`config.mk`:
```
export PLATFORM = sky130hd
export DESIGN_NAME = usb_tx_line_encoder
export DESIGN_NICKNAME = d
export VERILOG_FILES = /design/src/rtl/usb_tx_line_encoder.sv
export SDC_FILE = /design/constraint.sdc
export NUM_CORES = 1
export LEC_CHECK = 0
export BUFFER_PORTS_ARGS = -buffer_cell sky130_fd_sc_hd__clkbuf_2
export CORE_MARGIN = 2
export CORE_UTILIZATION = 41
export CTS_CLUSTER_DIAMETER = 100
export CTS_CLUSTER_SIZE = 8
export DETAILED_ROUTE_END_ITERATION = 12
export GPL_ROUTABILITY_DRIVEN = 0
export HOLD_SLACK_MARGIN = 0.1
export PLACE_DENSITY = 0.72
export RECOVER_POWER = 50
export SETUP_SLACK_MARGIN = 0.1
export SLEW_MARGIN = 10
export SYNTH_ARGS = -nofsm -noshare
export SYNTH_HDL_FRONTEND = slang
export SYNTH_SLANG_ARGS = --single-unit
export TNS_END_PERCENT = 10
```
`constraint.sdc`:
```
create_clock -name clk -period 2.06 [get_ports clk]
set_clock_uncertainty 0.15 [all_clocks]
set_input_delay 0.412 -clock clk [delete_from_list [all_inputs] [get_ports clk]]
set_output_delay 0.412 -clock clk [all_outputs]
set_load 0.05 [all_outputs]
```
`src/rtl/usb_tx_line_encoder.sv`:
```
// USB full/low-speed transmit line encoder: NRZI coding, bit stuffing after six
// consecutive ones, and SE0/SE0/J end-of-packet generation on registered D+/D- drives.
module usb_tx_line_encoder (
    input  logic clk,
    input  logic rst,
    input  logic bit_in,
    input  logic bit_valid,
    input  logic bit_last,
    output logic bit_ready,
    output logic dp,
    output logic dm,
    output logic tx_active
);

    typedef enum logic [2:0] {
        IDLE  = 3'd0,
        DATA  = 3'd1,
        STUFF = 3'd2,
        EOP1  = 3'd3,
        EOP2  = 3'd4,
        EOPJ  = 3'd5
    } state_t;

    state_t     state_q, state_d;
    logic       dp_q, dp_d;
    logic       dm_q, dm_d;
    logic       act_q, act_d;
    logic       lvl_q, lvl_d;    // current NRZI level, 1 = J
    logic       last_q, last_d;  // bit that triggered a stuff was the packet's last
    logic [2:0] cnt_q, cnt_d;

    logic       accept;
    logic       nrzi_lvl;
    logic [2:0] cnt_inc;

    always_ff @(posedge clk) begin
        if (rst) begin
            state_q <= IDLE;
            dp_q    <= 1'b1;
            dm_q    <= 1'b0;
            act_q   <= 1'b0;
            lvl_q   <= 1'b1;
            last_q  <= 1'b0;
            cnt_q   <= 3'd0;
        end else begin
            state_q <= state_d;
            dp_q    <= dp_d;
            dm_q    <= dm_d;
            act_q   <= act_d;
            lvl_q   <= lvl_d;
            last_q  <= last_d;
            cnt_q   <= cnt_d;
        end
    end

    always_comb begin
        bit_ready = (state_q == IDLE) || (state_q == DATA);
        accept    = bit_valid && bit_ready;
        nrzi_lvl  = bit_in ? lvl_q : ~lvl_q;
        cnt_inc   = bit_in ? (cnt_q + 3'd1) : 3'd0;

        state_d = state_q;
        dp_d    = dp_q;
        dm_d    = dm_q;
        act_d   = act_q;
        lvl_d   = lvl_q;
        last_d  = last_q;
        cnt_d   = cnt_q;

        case (state_q)
            IDLE, DATA: begin
                if (accept) begin
                    lvl_d  = nrzi_lvl;
                    dp_d   = nrzi_lvl;
                    dm_d   = ~nrzi_lvl;
                    act_d  = 1'b1;
                    cnt_d  = cnt_inc;
                    last_d = bit_last;
                    // Sixth consecutive one: a stuffed zero must follow before anything else.
                    if (bit_in && (cnt_q == 3'd5)) begin
                        state_d = STUFF;
                    end else if (bit_last) begin
                        state_d = EOP1;
                    end else begin
                        state_d = DATA;
                    end
                end else if (state_q == IDLE) begin
                    dp_d  = 1'b1;
                    dm_d  = 1'b0;
                    act_d = 1'b0;
                    lvl_d = 1'b1;
                    cnt_d = 3'd0;
                end else begin
                    act_d = 1'b1;
                end
            end
            STUFF: begin
                lvl_d   = ~lvl_q;
                dp_d    = ~lvl_q;
                dm_d    = lvl_q;
                act_d   = 1'b1;
                cnt_d   = 3'd0;
                state_d = last_q ? EOP1 : DATA;
            end
            EOP1, EOP2: begin
                dp_d    = 1'b0;
                dm_d    = 1'b0;
                act_d   = 1'b1;
                lvl_d   = 1'b1;
                cnt_d   = 3'd0;
                state_d = (state_q == EOP1) ? EOP2 : EOPJ;
            end
            EOPJ: begin
                dp_d    = 1'b1;
                dm_d    = 1'b0;
                act_d   = 1'b1;
                lvl_d   = 1'b1;
                cnt_d   = 3'd0;
                last_d  = 1'b0;
                state_d = IDLE;
            end
            default: begin
                state_d = IDLE;
            end
        endcase
    end

    assign dp        = dp_q;
    assign dm        = dm_q;
    assign tx_active = act_q;

endmodule

```
# Word level (Yosys, flattened, before mapping)
# Index checks and enable logic that the tools add are counted.
# totals
register_bits,11
output_inout_bits,4
word_cells,57
# classes
addsub,1
eq_ne,8
muxes,23
bitwise,2
reduce_logical,16
# ops
cell,count
two-way mux 3 bit,4
== test 3 bit (second input constant),3
two-way mux 1 bit,9
one-hot mux 3 bit (3 select lines),1
AND reduction 2 bit,4
== test 3 x 2 -> 1 bit (second input constant),2
two-way mux 2 bit,3
one-hot mux 1 bit (3 select lines),2
one-hot mux 3 bit (2 select lines),1
one-hot mux 1 bit (2 select lines),2
one-hot mux 1 bit (4 select lines),1
nonzero test 2 bit,2
nonzero test 4 bit,1
OR reduction 2 bit,2
OR reduction 4 bit,1
adder 3 x 1 -> 3 bit (second input constant),1
== test 3 x 1 -> 1 bit (second input constant),1
zero test 3 bit,1
inequality test 3 bit (second input constant),1
nonzero test 3 bit,1
OR reduction 3 bit,1
logical AND 1 bit,2
inequality test 2 bit (second input constant),1
NOT 1 bit,2
logical OR 1 bit,1

# Longest topological paths before layout
# Gate-level depths: netlist of run 1.
# logic_depth
depth_word,5
depth_mapped,5

# Worst setup path after synthesis of run 1
# OpenSTA, ideal clock, no wires.
# synth_timing
path_kind,register to register
startpoint,register state_q[1]
endpoint,register state_q[0]
setup_time_ps,133
arrival_time_ps,1431
slack_ps,346
stages_incl_launch_ff,5
n_path_buf,1
period_less_slack_ps,1714
path_cell_list,dfxtp_1 > buf_2 > nor2_1 > or3b_2 > a31oi_1
# synth_between
elab_chain_len,4
# synth_lines
element,line,rtl
from (decl),24,"state_t state_q, state_d;"
from (signal assigned),46,state_q <= state_d;
== test 3 x 1 -> 1 bit or zero test 3 bit (tied branches),57,bit_ready = (state_q == IDLE) || (state_q == DATA);
logical OR 1 bit *,57,
named net bit_ready,9,"output logic bit_ready,"
logical AND 1 bit *,58,accept = bit_valid && bit_ready;
inequality test 2 bit (no line) *,-,
# The timed path passes the listed nets; every way through them passes the cells marked *.
# A chain may end at the register's enable or synchronous reset.

# Final worst setup path of run 1
# layout_timing
startpoint,register state_q[1]
endpoint,output port bit_ready
# layout_between
elab_chain_len,2
# layout_lines
element,line
== test 3 x 1 -> 1 bit or zero test 3 bit (tied branches),57
logical OR 1 bit *,57
to (decl),9
# Every way passes the cells marked *; elsewhere a longest branch is shown, timed or not.

==> run metrics, run 1 <==
ANT nets after route 0; Starting Density 0.4433; CP endpoint bit_ready; # port buffers 8; growth of design area from synthesis to finish 11.71%; vias in the first global route 400; Worst Path Max Fanout 12; global route hottest layer met1; std cell rows 13; clock transition at the registers of the reported paths about 0.070 ns; register area 220.2 um^2; status finished, final reports clean; post-DP HPWL 766.2 um; met3 Use GR 0.03478; Syn Nets 70; die area 0.001723 mm^2; Cells after Synth 63; WL final 1044 um; synthesized area roughly 580 um^2; worst path arrival time 1.14 ns; peak supply drop 337.1 uV; Layout Nets 80; Sw Ratio 0.2890; Sink Count 11; sequential share of the synthesized area 0.3818; CP Capture Type output port; Sequential Power Share 0.511; Synth cell types 31; origin of the worst min-delay path bit_last; Int Power 0.3352 mW; met2 usage 0.1625; CP Launch Type register; via count 477; Final min period roughly 1.7 ns; Setup Fix Bufs, Post-CTS 0; multi-input logic area approximately 340 um^2; CTS HTree Levels 1; max frequency between 500 and 600 MHz; initial antenna violation count 0; r2r endpoint cnt_q[1]; met1 GRT Util 0.1680; Crit Path Category reg2out; Worst R2R Path Depth 3; pin count of the biggest net entering global routing 13; PostCTS Resize Cnt 0; Yosys reg bits 11; # IOs 9; final critical-path share of the clock period 0.8260; TNS Setup 0 ns; first-pass GRT wire length around 1600 um; RSZ-0062 raised after global routing no; core area 0.001301 mm^2; Yosys warning count 0; # setup viols final 0; TritonCTS Buffers 3; clock power share 0.301; First-pass DRT Iterations 4; Routed WL per cell between 10 and 15 um; static leakage 0.2469 nW; PD cells 731.8 mW/mm^2; vias per inst around 5.5; Net Sw Power ~0.14 mW; clock insertion delay at the later pin of the skew report 0.26 ns; Syn Area/Cell between 9 and 10 um^2; post-layout util 0.4952; Pwr Total between 0.4 and 0.5 mW; Worst Setup SP state_q[1]; flop2flop setup slack 0.41 ns; r2r startpoint state_q[2]; worst-margin pin slew 0.5988 ns; Hold Crit Class in2reg; clock root buffer master clkbuf_4; Die W just over 40 um; overflow left after global routing 0; total of max-cap violations 0; Crit path required time 1.50 ns; Max clock buf depth 2; DR DRC count 0; most frequent cells in the layout dfxtp_1, nand2b_1, clkbuf_2; Hold Vio Cnt, Final 0; most common cell after layout, fill and taps aside dfxtp_1; gr usage total 0.1216; n_diodes 0; Relative slew margins 0.6025; layout cells sized above 1 0.1667; Slew Limit Fails 0; CTS tree built; Iter 0 DRT Violations 14; Layout fillers 141; hold buffers post-CTS 0; Comb power frac 0.188; Die Span Y 41.51 um
logic make-up after synthesis:
logic type / after synthesis / synth area share
AND/OR/NAND/NOR: 26 / 0.2928
AO/OA/AOI/OAI: 16 / 0.1952
flip-flops: 11 / 0.3818
buffers and inverters: 5 / 0.03688
multiplexers: 2 / 0.03471
adder cells (fa/ha/maj): 2 / 0.04338
XOR/XNOR: 1 / 0.01519
layout make-up:
type / count / area share
clock buffers: 4 / 0.04078
inverters: 2 / 0.01165
multi-input cells: 47 / 0.5204
flip-flops and latches: 11 / 0.3417
well taps: 15 / 0.02913
repair buffers: 8 / 0.05631
critical path, stage by stage, from the launching register on:
cell and delay (ns):
dfxtp_1 0.54, nor2_1 0.09, clkbuf_2 0.25
worst min path at each step:
stage | cells after the start | to | slack (ns)
after detailed placement | 2 | tx_active | 0.35
after global routing | 3 | last_q | 0.28
final | 3 | last_q | 0.28
after CTS | 3 | last_q | 0.28
after floorplan | 2 | last_q | 0.33
after global placement | 2 | tx_active | 0.34
state kept, by name (all words and copies together), names as in the netlist:
name / count
lvl_q: 1
dp: 1
last_q: 1
state_q: 3
tx_active: 1
dm: 1
cnt_q: 3
per-layer routing:
| layer | part of all wire | wire length, um |
|---|---|---|
| met1 | 0.51 | 533 |
| met2 | 0.43 | 445 |
| met3 | 0.062 | 65 |
| met4 | 0 | 0 |
| met5 | 0 | 0 |
Yosys cell counts:
cell type	n	area, um^2
nor4_1	1	6.260
inv_1	2	7.510
a311o_1	1	10.01
nand2b_1	5	31.28
a21oi_1	4	20.02
nor3_1	1	5.000
o21ai_0	3	15.01
nor3b_1	2	15.01
or4b_4	1	13.76
buf_2	2	10.01
o22ai_1	1	6.260
ha_1	2	25.02
o221ai_1	1	8.760
or3b_2	1	8.760
nor2_1	2	7.510
nor4b_1	1	8.760
nand3_1	1	5.000
nor2b_1	4	25.02
a21boi_0	1	7.510
and2_4	1	8.760
nand3b_1	2	15.01
dfxtp_1	11	220.2
nand2_1	3	11.26
xnor2_1	1	8.760
a311oi_1	1	8.760
mux2i_1	2	20.02
o32ai_2	1	16.27
a31oi_1	2	12.51
and2b_1	1	7.510
o211ai_1	1	7.510
clkbuf_1	1	3.750
power by group through the flow:
stage	clock network, mW	logic [mW]	registers (mW)
after detailed placement	0	0.0906	0.246
after global placement	0	0.0901	0.246
after floorplan	0	0.0533	0.261
after CTS	0.148	0.0906	0.240
final	0.142	0.0887	0.241
after global routing	0.159	0.0962	0.244
per-stage QoR:
step           std cells  hold WS (ns)  instance area (um^2)  setup WS, ns
2_1_floorplan         63        0.3328                 576.8        0.3460
3_3_place_gp          83        0.3370                 621.8        0.3587
3_5_place_dp          83        0.3451                 621.8        0.3275
4_1_cts               87        0.2774                 648.1        0.3619
5_1_grt               87        0.2785                 644.4        0.2828
6_report              87        0.2778                 644.4        0.3585
Note: power is estimated with default switching activity, not from simulation.
==> inputs of run 2 (changes only) <==
==> constraint.sdc (replaced) <==
create_clock -name clk -period 1.58 [get_ports clk]
set_clock_uncertainty 0.15 [all_clocks]
set_input_delay 0.316 -clock clk [delete_from_list [all_inputs] [get_ports clk]]
set_output_delay 0.316 -clock clk [all_outputs]
set_load 0.05 [all_outputs]
==> run metrics, run 2 (same netlist as run 1, synthesis figures left out) <==
n_diodes 0; final critical-path share of the clock period 0.9390; vias in the first global route 508; std cell rows 13; r2r endpoint cnt_q[1]; Slew Limit Fails 0; Max clock buf depth 2; r2r startpoint state_q[2]; overflow left after global routing 0; Starting Density 0.4433; CTS HTree Levels 1; First-pass DRT Iterations 4; initial antenna violation count 0; Crit path required time about 1.6 ns; Sequential Power Share 0.476; register area about 220 um^2; Hold Crit Class in2reg; clock insertion delay at the later pin of the skew report 0.27 ns; TritonCTS Buffers 3; Sw Ratio 0.2928; via count between 500 and 600; flop2flop setup slack 0.1 ns; clock transition at the registers of the reported paths around 0.070 ns; multi-input logic area 347.8 um^2; clock power share 0.295; Worst Setup SP state_q[2]; Worst R2R Path Depth 3; Pwr Total 0.6474 mW; most frequent cells in the layout dfxtp_1, clkbuf_2, buf_4, nand2b_1; Layout Nets 88; final instance area 739.5 um^2; post-layout util 0.5683; CP Capture Type register; vias per inst 5.474; Crit Path Category reg2reg; static leakage 0.3080 nW; pin count of the biggest net entering global routing 11; worst path arrival time 1.52 ns; status finished, final reports clean; # IOs 9; total of max-cap violations 0; Final min period 1.484 ns; CTS tree built; gr usage total 0.1634; Layout fillers 116; core area 0.001301 mm^2; layout cells sized above 1 0.3250; # port buffers 8; Slowest-stage cell, CP or4b_4; CP endpoint cnt_q[1]; top flop regs cnt_q: 3 flops, state_q: 3 flops; Sink Count 11; ANT nets after route 0; clock root buffer master clkbuf_4; WL final 1208 um; PD cells 875.6 mW/mm^2; die area 0.001723 mm^2; most common cell after layout, fill and taps aside dfxtp_1; Area after DPL roughly 680 um^2; Setup Fix Bufs, Post-CTS 0; TNS Setup 0 ns; Hold Vio Cnt, Final 0; cell-by-cell trace of the critical path or4b_4, and2_4, o32ai_2; max incr delay on CP 0.56 ns; post-DP HPWL 894.9 um; Net Sw Power around 0.19 mW; Routed WL per cell 12.72 um; growth of design area from synthesis to finish 28.20%; Int Power 0.4579 mW; Die Span Y 41.51 um; post-route insts no fill between 90 and 100; worst-margin pin slew between 0.4 and 0.5 ns; # placed instances 91; first-pass GRT wire length 2083 um; max frequency between 600 and 700 MHz; Comb power frac 0.229; CP Launch Type register; Die W 41.51 um; peak supply drop 395.5 uV; Iter 0 DRT Violations 9; Relative slew margins 0.7240; # setup viols final 0; Worst Path Max Fanout 6; DR DRC count 0; RSZ-0062 raised after global routing yes
==> run 2: cell types whose count changed in the layout (fill, tap and decap cells not counted), sizes merged <==
| cell | delta |
|---|---|
| buf | +9 |
| clkbuf | -1 |
==> run 2: stage by stage <==
stage	hold WS [ns]	setup WS, ns
finish	0.1876	0.09638
detailed placement	0.3550	0.02234
global placement	0.3384	0.04129
floorplan	0.3199	0.07826
global route	0.2167	0.06013
CTS	0.1783	0.08113
==> run 2: critical path: cells and delay by family (launching register included) <==
kind	cells	cell delay, ns
simple gates	2	0.74
flops	1	0.33
compound gates	1	0.18
==> run 2: worst min-delay path by stage <==
stage,from,endpoint,slack (ns),cells past startpoint
after floorplan,bit_in,cnt_q[2],0.32,2
after global placement,tx_active,tx_active,0.34,2
after detailed placement,tx_active,tx_active,0.36,2
after CTS,bit_last,last_q,0.18,3
after global routing,bit_last,last_q,0.22,3
final,bit_last,last_q,0.19,3
==> run 2: cell type report <==
class,instances,area share
clock buffers,4,0.03553
inverters,2,0.01015
multi-input cells,47,0.4704
well taps,15,0.02538
flip-flops and latches,11,0.2995
repair buffers,16,0.1591
==> run 2: power by group through the flow <==
stage	Clock, mW	Sequential, mW	Combinational [mW]
2_1_floorplan	0	0.340	0.0701
3_3_place_gp	0	0.314	0.139
3_5_place_dp	0	0.314	0.140
4_1_cts	0.200	0.308	0.145
5_1_grt	0.214	0.310	0.162
6_report	0.191	0.308	0.148
==> run 2: routing by layer <==
metal / routed length (um) / GRT usage / up-vias
met5: 0 / 0 / -
met2: 566 / 0.2594 / 11
met4: 30 / 0.1161 / 0
met3: 54 / 0.05652 / 3
li1: - / - / 263
met1: 557 / 0.1796 / 243
==> run 2: repair_timing <==
action	4_1_cts	5_1_grt
hold buffers	0	0
hold endpoints to repair	0	0
resized for setup	6	3
pin swaps	1	2
endpoints found under the setup margin	3	6
